`src/rtl/truth_table_sweep_pkg.sv`:
```
`default_nettype none
// ============================================================================
// Module      : truth_table_sweep_pkg
// Description : Shared constants for the truth-table sweep stage. It holds the
//               FSM state encodings and the width of the hold counter.
// Revision    : 1.0 - initial release
// ============================================================================
package truth_table_sweep_pkg;

    // FSM state encodings
    localparam logic [1:0] c_st_idle  = 2'd0;
    localparam logic [1:0] c_st_drive = 2'd1;
    localparam logic [1:0] c_st_done  = 2'd2;

    // Hold counter width. HOLD_CYCLES must fit in this width (1..255).
    localparam int c_cnt_w = 8;

endpackage : truth_table_sweep_pkg
`default_nettype wire

```
`src/rtl/truth_table_sweep_if.sv`:
```
`default_nettype none
// ============================================================================
// Module      : truth_table_sweep_if
// Description : Request/stimulus/result bundle for truth_table_sweep.
//               master : requester side. It drives start, expected and y_in
//                        (y_in comes from the block under exercise).
//               slave  : sweep engine. It drives vec_out, busy, done,
//                        table_out, match and mismatch.
// Revision    : 1.0 - initial release
// ============================================================================
interface truth_table_sweep_if #(
    parameter int N_IN = 3
);
    logic                  start;
    logic [(1<<N_IN)-1:0]  expected;
    logic                  y_in;
    logic [N_IN-1:0]       vec_out;
    logic                  busy;
    logic                  done;
    logic [(1<<N_IN)-1:0]  table_out;
    logic                  match;
    logic [(1<<N_IN)-1:0]  mismatch;

    modport master (
        output start, expected, y_in,
        input  vec_out, busy, done, table_out, match, mismatch
    );

    modport slave (
        input  start, expected, y_in,
        output vec_out, busy, done, table_out, match, mismatch
    );
endinterface : truth_table_sweep_if
`default_nettype wire

```
`src/rtl/truth_table_sweep.sv`:
```
`default_nettype none
// ============================================================================
// Module      : truth_table_sweep
// Description : Drives every input vector 0..2**N_IN-1 to a combinational
//               block. Each vector is held for HOLD_CYCLES clocks, and y_in is
//               sampled on the last edge of each window to build a truth-table
//               bitmap. The bitmap is then compared with the expected table
//               that was latched at start.
// Ports       : clk, rst     - clock, synchronous active-high reset
//               bus (slave)  - start/expected/y_in in;
//                              vec_out/busy/done/table_out/match/mismatch out
// Revision    : 1.0 - initial release
// ============================================================================
module truth_table_sweep
    import truth_table_sweep_pkg::*;
#(
    parameter int N_IN        = 3,
    parameter int HOLD_CYCLES = 10
) (
    input  wire logic          clk,
    input  wire logic          rst,
    truth_table_sweep_if.slave bus
);

    localparam int                   c_tbl_w     = 1 << N_IN;
    localparam logic [c_cnt_w-1:0]   c_hold_last = c_cnt_w'(HOLD_CYCLES - 1);
    localparam logic [N_IN-1:0]      c_vec_last  = {N_IN{1'b1}};

    logic [1:0]          r_state;
    logic [c_cnt_w-1:0]  r_cnt;
    logic [N_IN-1:0]     r_vec;
    logic                r_busy;
    logic                r_done;
    logic [c_tbl_w-1:0]  r_table;
    logic [c_tbl_w-1:0]  r_expected;
    logic                r_match;
    logic [c_tbl_w-1:0]  r_mismatch;

    // This is the table as it will be after the current capture. The result
    // compare on the terminal edge uses it so that the last bit is included.
    logic [c_tbl_w-1:0]  w_next_table;

    always_comb begin
        w_next_table        = r_table;
        w_next_table[r_vec] = bus.y_in;
    end

    always_ff @(posedge clk) begin
        if (rst) begin
            r_state    <= c_st_idle;
            r_cnt      <= '0;
            r_vec      <= '0;
            r_busy     <= 1'b0;
            r_done     <= 1'b0;
            r_table    <= '0;
            r_expected <= '0;
            r_match    <= 1'b0;
            r_mismatch <= '0;
        end else begin
            case (r_state)
                c_st_idle: begin
                    r_done <= 1'b0;
                    if (bus.start) begin
                        r_state    <= c_st_drive;
                        r_cnt      <= '0;
                        r_vec      <= '0;
                        r_busy     <= 1'b1;
                        r_table    <= '0;
                        r_match    <= 1'b0;
                        r_mismatch <= '0;
                        r_expected <= bus.expected;
                    end
                end

                c_st_drive: begin
                    if (r_cnt < c_hold_last) begin
                        r_cnt <= r_cnt + 1'b1;
                    end else begin
                        // End of the hold window: capture this vector's output.
                        r_table <= w_next_table;
                        r_cnt   <= '0;
                        if (r_vec == c_vec_last) begin
                            r_state    <= c_st_done;
                            r_done     <= 1'b1;
                            r_vec      <= '0;
                            r_match    <= (w_next_table == r_expected);
                            r_mismatch <= w_next_table ^ r_expected;
                        end else begin
                            r_vec <= r_vec + 1'b1;
                        end
                    end
                end

                c_st_done: begin
                    r_state <= c_st_idle;
                    r_done  <= 1'b0;
                    r_busy  <= 1'b0;
                end

                default: begin
                    r_state <= c_st_idle;
                    r_cnt   <= '0;
                    r_vec   <= '0;
                    r_busy  <= 1'b0;
                    r_done  <= 1'b0;
                end
            endcase
        end
    end

    assign bus.vec_out   = r_vec;
    assign bus.busy      = r_busy;
    assign bus.done      = r_done;
    assign bus.table_out = r_table;
    assign bus.match     = r_match;
    assign bus.mismatch  = r_mismatch;

endmodule : truth_table_sweep
`default_nettype wire
```
`src/flat_wrapper.sv`:
```
// flat-port wrapper written by rule: the top's interface ports become plain ports
module truth_table_sweep_flat import truth_table_sweep_pkg::*;
#(
    parameter int N_IN        = 3,
    parameter int HOLD_CYCLES = 10
)
  (clk, rst, bus_start, bus_expected, bus_y_in, bus_vec_out, bus_busy, bus_done, bus_table_out, bus_match, bus_mismatch);
  truth_table_sweep_if #(.N_IN(N_IN)) bus_i ();
  input  wire logic clk;
  input  wire logic rst;
  input wire logic [$bits(bus_i.start)-1:0] bus_start;
  input wire logic [$bits(bus_i.expected)-1:0] bus_expected;
  input wire logic [$bits(bus_i.y_in)-1:0] bus_y_in;
  output wire logic [$bits(bus_i.vec_out)-1:0] bus_vec_out;
  output wire logic [$bits(bus_i.busy)-1:0] bus_busy;
  output wire logic [$bits(bus_i.done)-1:0] bus_done;
  output wire logic [$bits(bus_i.table_out)-1:0] bus_table_out;
  output wire logic [$bits(bus_i.match)-1:0] bus_match;
  output wire logic [$bits(bus_i.mismatch)-1:0] bus_mismatch;
  assign bus_i.start = bus_start;
  assign bus_i.expected = bus_expected;
  assign bus_i.y_in = bus_y_in;
  assign bus_vec_out = bus_i.vec_out;
  assign bus_busy = bus_i.busy;
  assign bus_done = bus_i.done;
  assign bus_table_out = bus_i.table_out;
  assign bus_match = bus_i.match;
  assign bus_mismatch = bus_i.mismatch;
  truth_table_sweep #(.N_IN(N_IN), .HOLD_CYCLES(HOLD_CYCLES)) u_core (.clk(clk), .rst(rst), .bus(bus_i));
endmodule
```
`config.mk`:
```
export PLATFORM = sky130hd
export DESIGN_NAME = truth_table_sweep_flat
export DESIGN_NICKNAME = d
export VERILOG_FILES = /design/src/rtl/truth_table_sweep_pkg.sv /design/src/rtl/truth_table_sweep_if.sv /design/src/rtl/truth_table_sweep.sv /design/src/flat_wrapper.sv
export SDC_FILE = /design/constraint.sdc
export NUM_CORES = 1
export LEC_CHECK = 0
export CAP_MARGIN = 20
export CORE_ASPECT_RATIO = 1.2
export CORE_UTILIZATION = 55
export DETAILED_ROUTE_END_ITERATION = 7
export DONT_BUFFER_PORTS = 1
export PLACE_DENSITY = 0.7
export SYNTH_ARGS = -nofsm -noshare
export SYNTH_HDL_FRONTEND = slang
export SYNTH_SLANG_ARGS = --single-unit
```
`constraint.sdc`:
```
create_clock -name clk -period 2.34 [get_ports clk]
set_clock_uncertainty 0.15 [all_clocks]
set_input_delay 0.351 -clock clk [delete_from_list [all_inputs] [get_ports clk]]
set_output_delay 0.351 -clock clk [all_outputs]
set_load 0.05 [all_outputs]
```
Word-level counts from Yosys, hierarchy flattened
Index checks and enable logic that the tools add are counted.
Widths: inputs -> output; s select.
{ "totals": {"mem_count": 0, "romBits": 0, "out_inout_bits": 22, "mem_bits_rw": 0, "latch_bits": 0, "register_bits": 40, "in_bits": 12, "elab_cells": 62} }
{ "classes": {"div_mod_pow": 0, "bitwise": 4, "order_cmp": 3, "n_reduce_logical": 12, "n_mux": 25, "shifts": 0, "multipliers": 0, "n_eq_ne": 7, "addsub": 2} }
{ "ops": {"columns": ["cell", "n"], "rows": [
  ["$mux 8", 5],
  ["$pmux 8 s2", 2],
  ["$pmux 8 s3", 1],
  ["$mux 3", 3],
  ["$pmux 3 s3", 1],
  ["$reduce_and 3->1", 3],
  ["$add 8x1->8 const B", 1],
  ["$bwmux 8", 1],
  ["$eq 8x8->1", 1],
  ["$lt 8x4->1 const B", 1],
  ["$reduce_and 2->1", 4],
  ["$xor 8x8->8", 1],
  ["$mux 2", 3],
  ["$mux 1", 5],
  ["$lt 3x4->1 const B", 1],
  ["$ne 2x2->1 const B", 2],
  ["$pmux 1 s2", 2],
  ["$pmux 2 s2", 1],
  ["$reduce_and 4->1", 1],
  ["$add 3x1->3 const B", 1],
  ["$demux 1 s3", 1],
  ["$eq 3x3->1 const B", 1],
  ["$ge 3x1->1 const B", 1],
  ["$not 1->1", 3],
  ["other kinds (7)", 7]
]} }

Depth between registers and ports, before layout
Gate-level depths: netlist of the first run.
{ "logic_depth": {"ltp_word": 9, "depth_mapped": 8, "mapped_depth_nobuf": 7} }

Worst setup path before layout of the first run
OpenSTA, ideal clock, no wires.
{ "synth_timing": {"path_type": "reg-to-reg", "start": "reg u_core.r_vec[0], in the netlist u_core.bus.vec_out[0]", "end": "reg u_core.r_match, in the netlist u_core.bus.match", "synth_period_minus_slack_ps": 2292, "n_path_buf": 1, "arrival_time_ps": 2055, "path_stages_with_launch": 7, "required_time_ps": 2103, "setup_slack_ps": 48, "setup_ps": 87, "path_cell_list": "dfxtp_1 -> buf_2 -> nor3b_1 -> mux2i_1 -> xnor2_1 -> or3_1 -> o31ai_1"} }
{ "synth_via": {"elab_chain_len": 9, "elab_cells_between_ends": 13} }
{ "synth_rtl": {"columns": ["item", "line", "source"], "rows": [
  ["start: declaration", "truth_table_sweep.sv:31", "logic [N_IN-1:0] r_vec;"],
  ["start signal: assignment", "truth_table_sweep.sv:89", "r_vec <= r_vec + 1'b1;"],
  ["$lt 3x4->1 (implied by the code) or $ge 3x1->1 (tied branches)", "truth_table_sweep.sv:45", "w_next_table[r_vec] = bus.y_in;"],
  ["$logic_and 1x1->1 (implied by the code)", "truth_table_sweep.sv:45", null],
  ["$mux 1 (implied by the code)", "truth_table_sweep.sv:45", null],
  ["$demux 1 s3", null, null],
  ["$bwmux 8", "truth_table_sweep.sv:45", null],
  ["$eq 8x8->1", "truth_table_sweep.sv:86", "r_match <= (w_next_table == r_expected);"],
  ["$mux 1", "truth_table_sweep.sv:82", "if (r_vec == c_vec_last) begin"],
  ["$mux 1", "truth_table_sweep.sv:76", "if (r_cnt < c_hold_last) begin"],
  ["$pmux 1 s2", "truth_table_sweep.sv:60", "case (r_state)"],
  ["end signal: assignment", "truth_table_sweep.sv:86", null],
  ["end: declaration", "truth_table_sweep.sv:36", "logic r_match;"]
]} }
Several ways; a longest one is shown, not always the timed one. The select of a mux whose other input is x is not followed.
A chain may end at the register's enable or synchronous reset.

Final worst setup path of the first run
{ "layout_timing": {"start": "reg u_core.r_vec[1], in the netlist u_core.bus.vec_out[1]", "end": "reg u_core.r_match, in the netlist u_core.bus.match"} }
The elaborated chain is that of the path after synthesis.

==> summary.txt, run 1 <==
outcome = finished clean
Final Instance Count excl. Fillers = 261
via count of the first global-routing pass = 1,563
num ports = 34
Async S/R FF share, synth = 0
worst hold slack after final layout = 2.802 ps
post-route cell area = 2034 um^2
H-tree level count = 2
Worst Tran Pin Value = 525.3 ps
Area growth syn-to-layout = 10.69%
Multi-input gate area = 977.2 um^2
Syn Inst Count = 214
RD Place Congestion = 0.7935
EDFF count, synth = 0
final-layout setup total negative slack = 0 ps
grt total ovfl = 0
clock transition at the registers of the reported paths = 110 ps
flip-flop and latch area = 800.8 um^2
worst min path class = in -> reg
buffers from clock root to sink, at most = 2
critical path type = reg -> reg
FILL cells = 286
Post-Syn Nets = 230
clock sink count = 40
# diodes = 0
Crit path required time = 2460 ps
FP Rows = 22
max-capacitance violation count = 0
predominant post-synthesis flop cell = sky130_fd_sc_hd__dfxtp_1
starting density of the core = 0.5909
post-placement setup slack = 181.3 ps
chip width = 54.77 um
arrival time worst endpoint = 2260 ps
vias per inst = 5.874
total via count after detailed routing = 1,533
pwr dens = 599.8 nW/um^2
antenna violations before repair = 0
Starting DRT DRC Count = 70
placed inst area = 1938 um^2
placed wire-length estimate after detailed placement = 2897 um
clock root buffer master = sky130_fd_sc_hd__clkbuf_4
clock period minus final worst setup slack = 2149 ps
core outline area = 3110 um^2
# nets final = 241
Mean Syn Cell Area = 8.589 um^2
nature of the critical path startpoint = flip-flop
max-slew violation count = 0
synth warn = 0
wire length per cell = 15.58 um
Placed Instances = 252
worst setup margin = 190.8 ps
overall routing resource usage = 0.2666
DR pass1 iterations = 4
f_max = 0.4653 GHz
internal reg-to-reg setup slack = 190 ps
sequential element share of the synthesized area = 0.4357
ratio of final minimum period to clock period = 0.9185
overall die area = 3578 um^2
final wirelength = 4066 um
CTS tree = done
wire length of the first global-routing pass = 6824 um
remaining max-slew budget at the tightest pin = 0.6493
Skew-Pair Late Insertion Delay = 350 ps
peak supply drop = 0.0004516 V
post-synth design cell area = 1838 um^2
Synth cell types = 32
CP endpoint kind = flip-flop
maximum number of pins on one net before global-route repair = 40
count of buffers from port buffering = 0
post-detailed-route count of antenna-violating nets = 0
layout cells sized above 1 = 0.1111
buffer count from post-CTS setup fixing = 0
Residual DRC = 0
static power due to leakage = 0.0007886 uW
final hold vios = 0
height of the chip = 65.33 um
unrepaired setup endpoints after global routing = no
TritonCTS buffer count = 5
maximum net fanout on the critical path = 8
count of endpoints failing setup in the final report = 0
number of register bits inferred by synthesis = 40
-- critical path, stage by stage, from the launching register on --
cell	delay, ps
sky130_fd_sc_hd__dfxtp_1	460
sky130_fd_sc_hd__buf_4	180
sky130_fd_sc_hd__nand3_1	130
sky130_fd_sc_hd__mux2i_1	320
sky130_fd_sc_hd__xnor2_1	120
sky130_fd_sc_hd__or4_1	480
sky130_fd_sc_hd__o31ai_1	220
-- sequential cells by signal, summed over array words and instances (netlist names) --
| signal | flops |
|---|---|
| u_core.bus.done | 1 |
| u_core.r_state | 2 |
| u_core.bus.mismatch | 8 |
| u_core.bus.busy | 1 |
| u_core.r_cnt | 8 |
| u_core.bus.match | 1 |
| u_core.r_expected | 8 |
| u_core.bus.table_out | 8 |
| u_core.bus.vec_out | 3 |
-- layout by cell type (no fill, tap or decap), types with 3 or more instances in the layout --
cell type / n
sky130_fd_sc_hd__clkbuf_4: 5
sky130_fd_sc_hd__and3b_1: 3
sky130_fd_sc_hd__nor3b_1: 5
sky130_fd_sc_hd__dfxtp_1: 40
sky130_fd_sc_hd__and3_1: 3
sky130_fd_sc_hd__nand2b_1: 5
sky130_fd_sc_hd__o21ai_0: 18
sky130_fd_sc_hd__mux2i_1: 16
sky130_fd_sc_hd__xnor2_1: 8
sky130_fd_sc_hd__nand3_1: 3
sky130_fd_sc_hd__nand2_1: 17
sky130_fd_sc_hd__nor2_1: 25
sky130_fd_sc_hd__xor2_1: 4
sky130_fd_sc_hd__ha_1: 4
sky130_fd_sc_hd__a21oi_1: 24
sky130_fd_sc_hd__nor3_1: 6
sky130_fd_sc_hd__inv_1: 3
sky130_fd_sc_hd__buf_4: 14
sky130_fd_sc_hd__nand4_1: 3
-- path summary, 6_finish.rpt --
kind / from / depth (start not counted) / to
min: bus_expected[3] / 2 / u_core.r_expected[3]$_SDFFE_PP0P_
max: u_core.bus.vec_out[1]$_SDFFE_PP0P_ / 6 / u_core.bus.match$_SDFFE_PP0P_
max reg2reg: u_core.bus.vec_out[1]$_SDFFE_PP0P_ / 6 / u_core.bus.match$_SDFFE_PP0P_
min reg2reg: u_core.r_cnt[6]$_SDFFE_PP0P_ / 1 / u_core.r_cnt[6]$_SDFFE_PP0P_
-- cells in the mapped netlist (4+ instances only) --
cell / instances / area (um^2)
sky130_fd_sc_hd__o21ai_0: 18 / 90.09
sky130_fd_sc_hd__nand2b_1: 5 / 31.28
sky130_fd_sc_hd__dfxtp_1: 40 / 800.8
sky130_fd_sc_hd__clkbuf_1: 9 / 33.78
sky130_fd_sc_hd__xnor2_1: 8 / 70.07
sky130_fd_sc_hd__nand2_1: 17 / 63.81
sky130_fd_sc_hd__ha_1: 4 / 50.05
sky130_fd_sc_hd__nor2_1: 25 / 93.84
sky130_fd_sc_hd__mux2i_1: 16 / 160.2
sky130_fd_sc_hd__nor3b_1: 5 / 37.54
sky130_fd_sc_hd__a21oi_1: 24 / 120.1
sky130_fd_sc_hd__xor2_1: 4 / 35.03
sky130_fd_sc_hd__nor3_1: 6 / 30.03
-- metal layers --
layer | share of wire | GRT usage
met1 | 0.40 | 0.2838
met2 | 0.52 | 0.4578
met3 | 0.041 | 0.08565
met4 | 0.032 | 0.1186
met5 | 0 | 0
-- logic make-up after synthesis --
| kind of cell | synth area share |
|---|---|
| and+or+nand+nor | 0.2117 |
| AOI/OAI and AO/OA | 0.1477 |
| DFF | 0.4357 |
| muxes | 0.08713 |
| buffers and inverters | 0.03335 |
| xor gates and xnor gates | 0.05718 |
| adders and majority gates | 0.02723 |
-- through the flow --
step,util,total power (uW)
floorplan,-,823.4
global placement,0.6231,833.5
detailed placement,0.6231,837.7
CTS,0.6504,1225
global route,0.6541,1278
finish,0.6541,1220
-- where the power goes --
group          switching [uW]  total [uW]  internal [uW]
clock network             213         383            170
logic                    75.0         122           46.9
registers                19.8         715            695
total                     307        1220            913
-- cell type report --
type                            instances  area share
Multi-Input combinational cell        159      0.4803
Clock buffer                            7     0.03198
Sequential cell                        40      0.3936
Timing Repair Buffer                   16     0.06642
Tap cell                               36     0.02214
Inverter                                3    0.005535
-- what timing repair did --
item,in CTS,in global routing
resized for setup,0,1
hold buffers,1,1
endpoints found under the hold margin,39,1
setup endpoints to repair,0,1
Power figures use the tool's default switching activity.
==> run 2: changes to the inputs <==
Settings changed: CORE_UTILIZATION 55 to 61, PLACE_DENSITY 0.7 to 0.77.
==> run 2 against run 1 <==
Net effect:
- clock-buffer cell count is 1 higher
- flip-flop and latch count stayed put
- critical path depth is 1 higher
- total power is 1.5% lower
- routed wire length is 0.49% lower
- register-to-register slack worse by 50 ps
- non-clock buffer count is 3 higher
- via count is 1.5% higher
- core utilization is 7.1 points higher
- sequential power hardly changed
- worst setup slack worse by 55 ps
- cell area is 1.1% higher
- largest cell class unchanged
==> summary.txt, run 2 (synthesis gave the netlist of run 1 again) <==
Skew-Pair Late Insertion Delay = 340 ps (was 350 ps)
Buf+Inv Stages, Crit Path = 1 (unchanged)
count of buffers from port buffering = 0 (unchanged)
worst min path class = in -> reg (unchanged)
placed wire-length estimate after detailed placement = 2912 um (was 2897 um)
layout cells sized above 1 = 0.09607 (was 0.1111)
antenna violations before repair = 0 (unchanged)
remaining max-slew budget at the tightest pin = 0.6520 (was 0.6493)
buffer count from post-CTS setup fixing = 0 (unchanged)
total via count after detailed routing = 1,556 (was 1,533)
number of stages on the worst hold path = 2 (unchanged)
vias per inst = 5.916 (was 5.874)
most common cell after layout, fill and taps aside = sky130_fd_sc_hd__dfxtp_1 (unchanged)
crit path cell chain = inv_1 -> ha_1 -> nand2b_1 -> a21o_1 -> nand3_1 -> or4_1 -> o31ai_1 (was buf_4 -> nand3_1 -> mux2i_1 -> xnor2_1 -> or4_1 -> o31ai_1)
clock root buffer master = sky130_fd_sc_hd__clkbuf_4 (unchanged)
chip width = 52.11 um (was 54.77 um)
CP endpoint kind = flip-flop (unchanged)
unrepaired setup endpoints after global routing = no (unchanged)
TritonCTS buffer count = 5 (unchanged)
Crit path required time = 2450 ps (was 2460 ps)
via count of the first global-routing pass = 1,508 (was 1,563)
num ports = 34 (unchanged)
arrival time worst endpoint = 2310 ps (was 2260 ps)
FP Rows = 21 (was 22)
Worst Tran Pin Value = 521.3 ps (was 525.3 ps)
worst setup margin = 136.2 ps (was 190.8 ps)
final wirelength = 4046 um (was 4066 um)
peak supply drop = 0.0004080 V (was 0.0004516 V)
ratio of final minimum period to clock period = 0.9418 (was 0.9185)
cell at the slowest stage of the critical path = sky130_fd_sc_hd__or4_1 (unchanged)
placed inst area = 1928 um^2 (was 1938 um^2)
CTS tree = done (unchanged)
RD Place Congestion = 0.8777 (was 0.7935)
Residual DRC = 0 (unchanged)
H-tree level count = 2 (unchanged)
post-detailed-route count of antenna-violating nets = 0 (unchanged)
cell depth of the worst setup path = 7 (was 6)
Area growth syn-to-layout = 11.91% (was 10.69%)
nature of the critical path startpoint = flip-flop (unchanged)
critical path capture point = u_core.bus.match$_SDFFE_PP0P_ (unchanged)
buffers from clock root to sink, at most = 2 (unchanged)
max-capacitance violation count = 0 (unchanged)
critical path type = reg -> reg (unchanged)
clock transition at the registers of the reported paths = 100 ps (was 110 ps)
R2R Path End = u_core.bus.match$_SDFFE_PP0P_ (unchanged)
CTS Hold Bufs = 6 (was 1)
static power due to leakage = 0.0007979 uW (was 0.0007886 uW)
Worst Setup SP = u_core.r_cnt[0]$_SDFFE_PP0P_ (was u_core.bus.vec_out[1]$_SDFFE_PP0P_)
height of the chip = 62.13 um (was 65.33 um)
final hold vios = 0 (unchanged)
overall die area = 3238 um^2 (was 3578 um^2)
wire length per cell = 15.38 um (was 15.58 um)
Starting DRT DRC Count = 44 (was 70)
starting density of the core = 0.6477 (was 0.5909)
count of endpoints failing setup in the final report = 0 (unchanged)
number of resized instances in the post-cts repair step = 0 (unchanged)
wire length of the first global-routing pass = 6727 um (was 6824 um)
core outline area = 2838 um^2 (was 3110 um^2)
f_max = 0.4538 GHz (was 0.4653 GHz)
DR pass1 iterations = 4 (unchanged)
clock sink count = 40 (unchanged)
pwr dens = 584.1 nW/um^2 (was 599.8 nW/um^2)
outcome = finished clean (unchanged)
maximum number of pins on one net before global-route repair = 40 (unchanged)
final-layout setup total negative slack = 0 ps (unchanged)
overall routing resource usage = 0.2814 (was 0.2666)
post-placement setup slack = 211.9 ps (was 181.3 ps)
Overall Power = 1201 uW (was 1220 uW)
internal reg-to-reg setup slack = 140 ps (was 190 ps)
maximum net fanout on the critical path = 7 (was 8)
grt total ovfl = 0 (unchanged)
cell family with most CP delay = simple AND/OR/NAND/NOR gates (unchanged)
worst reg2reg path startpoint = u_core.r_cnt[0]$_SDFFE_PP0P_ (was u_core.bus.vec_out[1]$_SDFFE_PP0P_)
post-route cell area = 2057 um^2 (was 2034 um^2)
clock period minus final worst setup slack = 2204 ps (was 2149 ps)
r2r worst-path depth = 7 (was 6)
max-slew violation count = 0 (unchanged)
# nets final = 244 (was 241)
most frequent cells in the layout = sky130_fd_sc_hd__dfxtp_1, sky130_fd_sc_hd__nor2_1, sky130_fd_sc_hd__a21oi_1 (unchanged)
# diodes = 0 (unchanged)
largest incremental delay on the critical path = 550 ps (was 480 ps)
final cell utilization of the core = 0.7249 (was 0.6541)
-- run 2: power by group --
| group | internal, uW | switching (uW) | total (uW) |
|---|---|---|---|
| clock | 148 | 209 | 358 |
| combinational | 51.0 | 77.4 | 128 |
| sequential | 695 | 19.9 | 715 |
| total | 895 | 307 | 1200 |
-- run 2: cell type report --
class / count / area (um^2)
timing repair buffer: 19 / 167.7
inverter: 3 / 11.26
tap: 34 / 42.54
fill: 220 / 780.7
sequential: 40 / 800.8
clock buffer: 8 / 58.81
multi-input combinational: 159 / 975.9
-- run 2: worst min path at each step --
stage                            startpoint                                  end  slack (ps)
6_report                    bus_expected[6]    u_core.r_expected[6]$_SDFFE_PP0P_          10
3_3_place_gp                            rst  u_core.bus.mismatch[6]$_SDFFE_PP0P_         270
2_1_floorplan  u_core.r_cnt[6]$_SDFFE_PP0P_         u_core.r_cnt[6]$_SDFFE_PP0P_         300
3_5_place_dp                            rst  u_core.bus.mismatch[6]$_SDFFE_PP0P_         270
5_1_grt                     bus_expected[5]    u_core.r_expected[5]$_SDFFE_PP0P_           3
4_1_cts                     bus_expected[6]    u_core.r_expected[6]$_SDFFE_PP0P_           3
-- run 2: worst reg2reg max path, stage by stage (launching register included) --
cell	delay [ps]
sky130_fd_sc_hd__dfxtp_1	370
sky130_fd_sc_hd__inv_1	80
sky130_fd_sc_hd__ha_1	200
sky130_fd_sc_hd__nand2b_1	110
sky130_fd_sc_hd__a21o_1	300
sky130_fd_sc_hd__nand3_1	150
sky130_fd_sc_hd__or4_1	550
sky130_fd_sc_hd__o31ai_1	230
-- run 2: metal layers --
layer | global-route usage | part of all wire | wire length [um]
met1 | 0.3180 | 0.41 | 1646
met2 | 0.4503 | 0.50 | 2042
met3 | 0.09314 | 0.062 | 249
met4 | 0.1554 | 0.026 | 107
met5 | 0 | 0 | 0
-- run 2: metrics by stage --
stage | std cells | hold slack (ps)
2_1_floorplan | 214 | 301.6
3_3_place_gp | 249 | 273.9
3_5_place_dp | 249 | 274.3
4_1_cts | 263 | 2.766
5_1_grt | 263 | 2.921
6_report | 263 | 14.50
==> run 3: changes to the inputs <==
Settings changed: CORE_ASPECT_RATIO 1.2 to 1.25, SKIP_CTS_REPAIR_TIMING set to 1.
==> run 3 against run 2 <==
Net effect:
- the run now ends with negative hold slack left
- clock-buffer cell count fell by 2
- combinational power about the same
- total power increased by 7.6%
- fmax increased by 2.6%
- register-to-register slack improved by 60 ps
- first-iteration DRC count increased by 45%
- final cell count down 0.76%
- cell area hardly changed
- worst hold slack worse by 20 ps
- largest power group unchanged
- highest routed layer unchanged
==> summary.txt, run 3 (synthesis gave the netlist of run 1 again) <==
layout cells sized above 1 = 0.1145 (was 0.09607)
placed wire-length estimate after detailed placement = 3016 um (was 2912 um)
final wirelength = 4339 um (was 4046 um)
ratio of final minimum period to clock period = 0.9180 (was 0.9418)
post-route cell area = 2058 um^2 (was 2057 um^2)
post-detailed-route count of antenna-violating nets = 0 (unchanged)
met2 routed WL = 2255 um (was 2042 um)
CTS tree = done (unchanged)
count of buffers from port buffering = 0 (unchanged)
CP endpoint kind = flip-flop (unchanged)
peak supply drop = 0.0007056 V (was 0.0004080 V)
Area growth syn-to-layout = 11.98% (was 11.91%)
antenna violations before repair = 0 (unchanged)
# diodes = 0 (unchanged)
starting density of the core = 0.6662 (was 0.6477)
Residual DRC = 0 (unchanged)
max-slew violation count = 0 (unchanged)
clock sink count = 40 (unchanged)
pwr dens = 628.3 nW/um^2 (was 584.1 nW/um^2)
f_max = 0.4655 GHz (was 0.4538 GHz)
largest incremental delay on the critical path = 560 ps (was 550 ps)
height of the chip = 63.37 um (was 62.13 um)
post-placement setup slack = 178.6 ps (was 211.9 ps)
Worst Setup SP = u_core.bus.vec_out[0]$_SDFFE_PP0P_ (was u_core.r_cnt[0]$_SDFFE_PP0P_)
unrepaired setup endpoints after global routing = no (unchanged)
outcome = finished, violations left (was finished clean)
critical path type = reg -> reg (unchanged)
cell at the slowest stage of the critical path = sky130_fd_sc_hd__dfxtp_1 (was sky130_fd_sc_hd__or4_1)
maximum net fanout on the critical path = 12 (was 7)
Starting DRT DRC Count = 64 (was 44)
crit path cell chain = ha_1 -> ha_1 -> nand3_1 -> or4_1 -> o31ai_1 (was inv_1 -> ha_1 -> nand2b_1 -> a21o_1 -> nand3_1 -> or4_1 -> o31ai_1)
placed inst area = 1936 um^2 (was 1928 um^2)
static power due to leakage = 0.0008019 uW (was 0.0007979 uW)
count of endpoints failing setup in the final report = 0 (unchanged)
clock transition at the registers of the reported paths = 110 ps (was 100 ps)
most frequent cells in the layout = sky130_fd_sc_hd__dfxtp_1, sky130_fd_sc_hd__nor2_1, sky130_fd_sc_hd__a21oi_1 (unchanged)
via count of the first global-routing pass = 1,478 (was 1,508)
R2R Path End = u_core.bus.match$_SDFFE_PP0P_ (unchanged)
DR pass1 iterations = 4 (unchanged)
max-capacitance violation count = 0 (unchanged)
Crit path required time = 2470 ps (was 2450 ps)
total via count after detailed routing = 1,583 (was 1,556)
Crit path top cell by count = sky130_fd_sc_hd__ha_1
num ports = 34 (unchanged)
worst setup margin = 191.9 ps (was 136.2 ps)
overall die area = 3238 um^2 (about the same)
internal reg-to-reg setup slack = 190 ps (was 140 ps)
r2r worst-path depth = 5 (was 7)
met3 layer wire length in the routed design = 216 um (was 249 um)
H-tree level count = 2 (unchanged)
final-layout setup total negative slack = 0 ps (unchanged)
most common cell after layout, fill and taps aside = sky130_fd_sc_hd__dfxtp_1 (unchanged)
nature of the critical path startpoint = flip-flop (unchanged)
# nets final = 242 (was 244)
clock period minus final worst setup slack = 2148 ps (was 2204 ps)
grt total ovfl = 0 (unchanged)
worst min path class = in -> reg (unchanged)
worst hold slack after final layout = -5.248 ps (was 14.50 ps)
vias per inst = 6.065 (was 5.916)
wire length of the first global-routing pass = 6906 um (was 6727 um)
maximum number of pins on one net before global-route repair = 42 (was 40)
wire length per cell = 16.62 um (was 15.38 um)
Worst Tran Pin Value = 541.0 ps (was 521.3 ps)
FP Rows = 21 (unchanged)
overall routing resource usage = 0.2888 (was 0.2814)
met1 layer wirelength in the final routing = 1728 um (was 1646 um)
core outline area = 2759 um^2 (was 2838 um^2)
worst reg2reg path startpoint = u_core.bus.vec_out[0]$_SDFFE_PP0P_ (was u_core.r_cnt[0]$_SDFFE_PP0P_)
RD Place Congestion = 0.8848 (was 0.8777)
remaining max-slew budget at the tightest pin = 0.6388 (was 0.6520)
top routing layer in use = met4 (unchanged)
critical path capture point = u_core.bus.match$_SDFFE_PP0P_ (unchanged)
clock root buffer master = sky130_fd_sc_hd__clkbuf_4 (unchanged)
violations in the final reports = negative hold slack
Skew-Pair Late Insertion Delay = 360 ps (was 340 ps)
arrival time worst endpoint = 2280 ps (was 2310 ps)
buffers from clock root to sink, at most = 2 (unchanged)
chip width = 51.10 um (was 52.11 um)
final hold vios = 3 (was 0)
TritonCTS buffer count = 5 (unchanged)
[run 3: changes by cell type in the layout (fill, tap and decap cells not counted)]
| cell | delta |
|---|---|
| sky130_fd_sc_hd__clkbuf_1 | -1 |
| sky130_fd_sc_hd__bufinv_16 | +1 |
| sky130_fd_sc_hd__clkinv_2 | +1 |
| sky130_fd_sc_hd__nor3b_2 | +1 |
| sky130_fd_sc_hd__dlygate4sd3_1 | -3 |
| sky130_fd_sc_hd__a21o_2 | +1 |
| sky130_fd_sc_hd__buf_4 | +1 |
| sky130_fd_sc_hd__clkbuf_8 | -1 |
| sky130_fd_sc_hd__a21o_1 | -1 |
| sky130_fd_sc_hd__nor3b_1 | -1 |
[run 3: critical path: cells and delay by family, from the launching register on]
family / cells / cell delay, ps
compound gates: 1 / 220
fa+ha+maj: 2 / 480
flops: 1 / 560
simple gates: 2 / 660
[run 3: how the worst min path moves through the flow]
stage                                  from                                   to  cells past startpoint
3_5_place_dp                            rst  u_core.bus.mismatch[1]$_SDFFE_PP0P_                      1
4_1_cts                                 rst  u_core.bus.mismatch[6]$_SDFFE_PP0P_                      1
3_3_place_gp                            rst  u_core.bus.mismatch[7]$_SDFFE_PP0P_                      1
2_1_floorplan  u_core.r_cnt[6]$_SDFFE_PP0P_         u_core.r_cnt[6]$_SDFFE_PP0P_                      1
6_report                    bus_expected[1]    u_core.r_expected[1]$_SDFFE_PP0P_                      2
5_1_grt                     bus_expected[1]    u_core.r_expected[1]$_SDFFE_PP0P_                      2
[run 3: metrics by stage]
step	std cells	hold slack, ps	util	power, uW
floorplan	214	301.6	-	823.4
global placement	250	275.3	0.7016	835.5
detailed placement	250	277.4	0.7016	840.2
CTS	258	-118.9	0.7293	1279
global route	261	2.218	0.7460	1339
finish	261	-5.248	0.7460	1293
[run 3: layout make-up]
type | count | area [um^2]
inverter | 3 | 11.26
multi-input combinational | 159 | 982.2
fill | 223 | 700.7
clock buffer | 6 | 41.29
timing repair buffer | 17 | 145.1
clock inverter | 2 | 35.03
sequential | 40 | 800.8
tap | 34 | 42.54
[run 3: per-layer routing]
layer,GRT usage,vias up
li1,-,769
met1,0.3161,739
met2,0.5000,60
met3,0.07246,15
met4,0.1458,0
met5,0,-
[run 3: report_power, final]
part	leakage, uW	internal [uW]	total, uW	switching [uW]
clock network	0.0000422	224	449	225
registers	0.000324	696	717	21.0
logic	0.000435	49.7	128	78.1
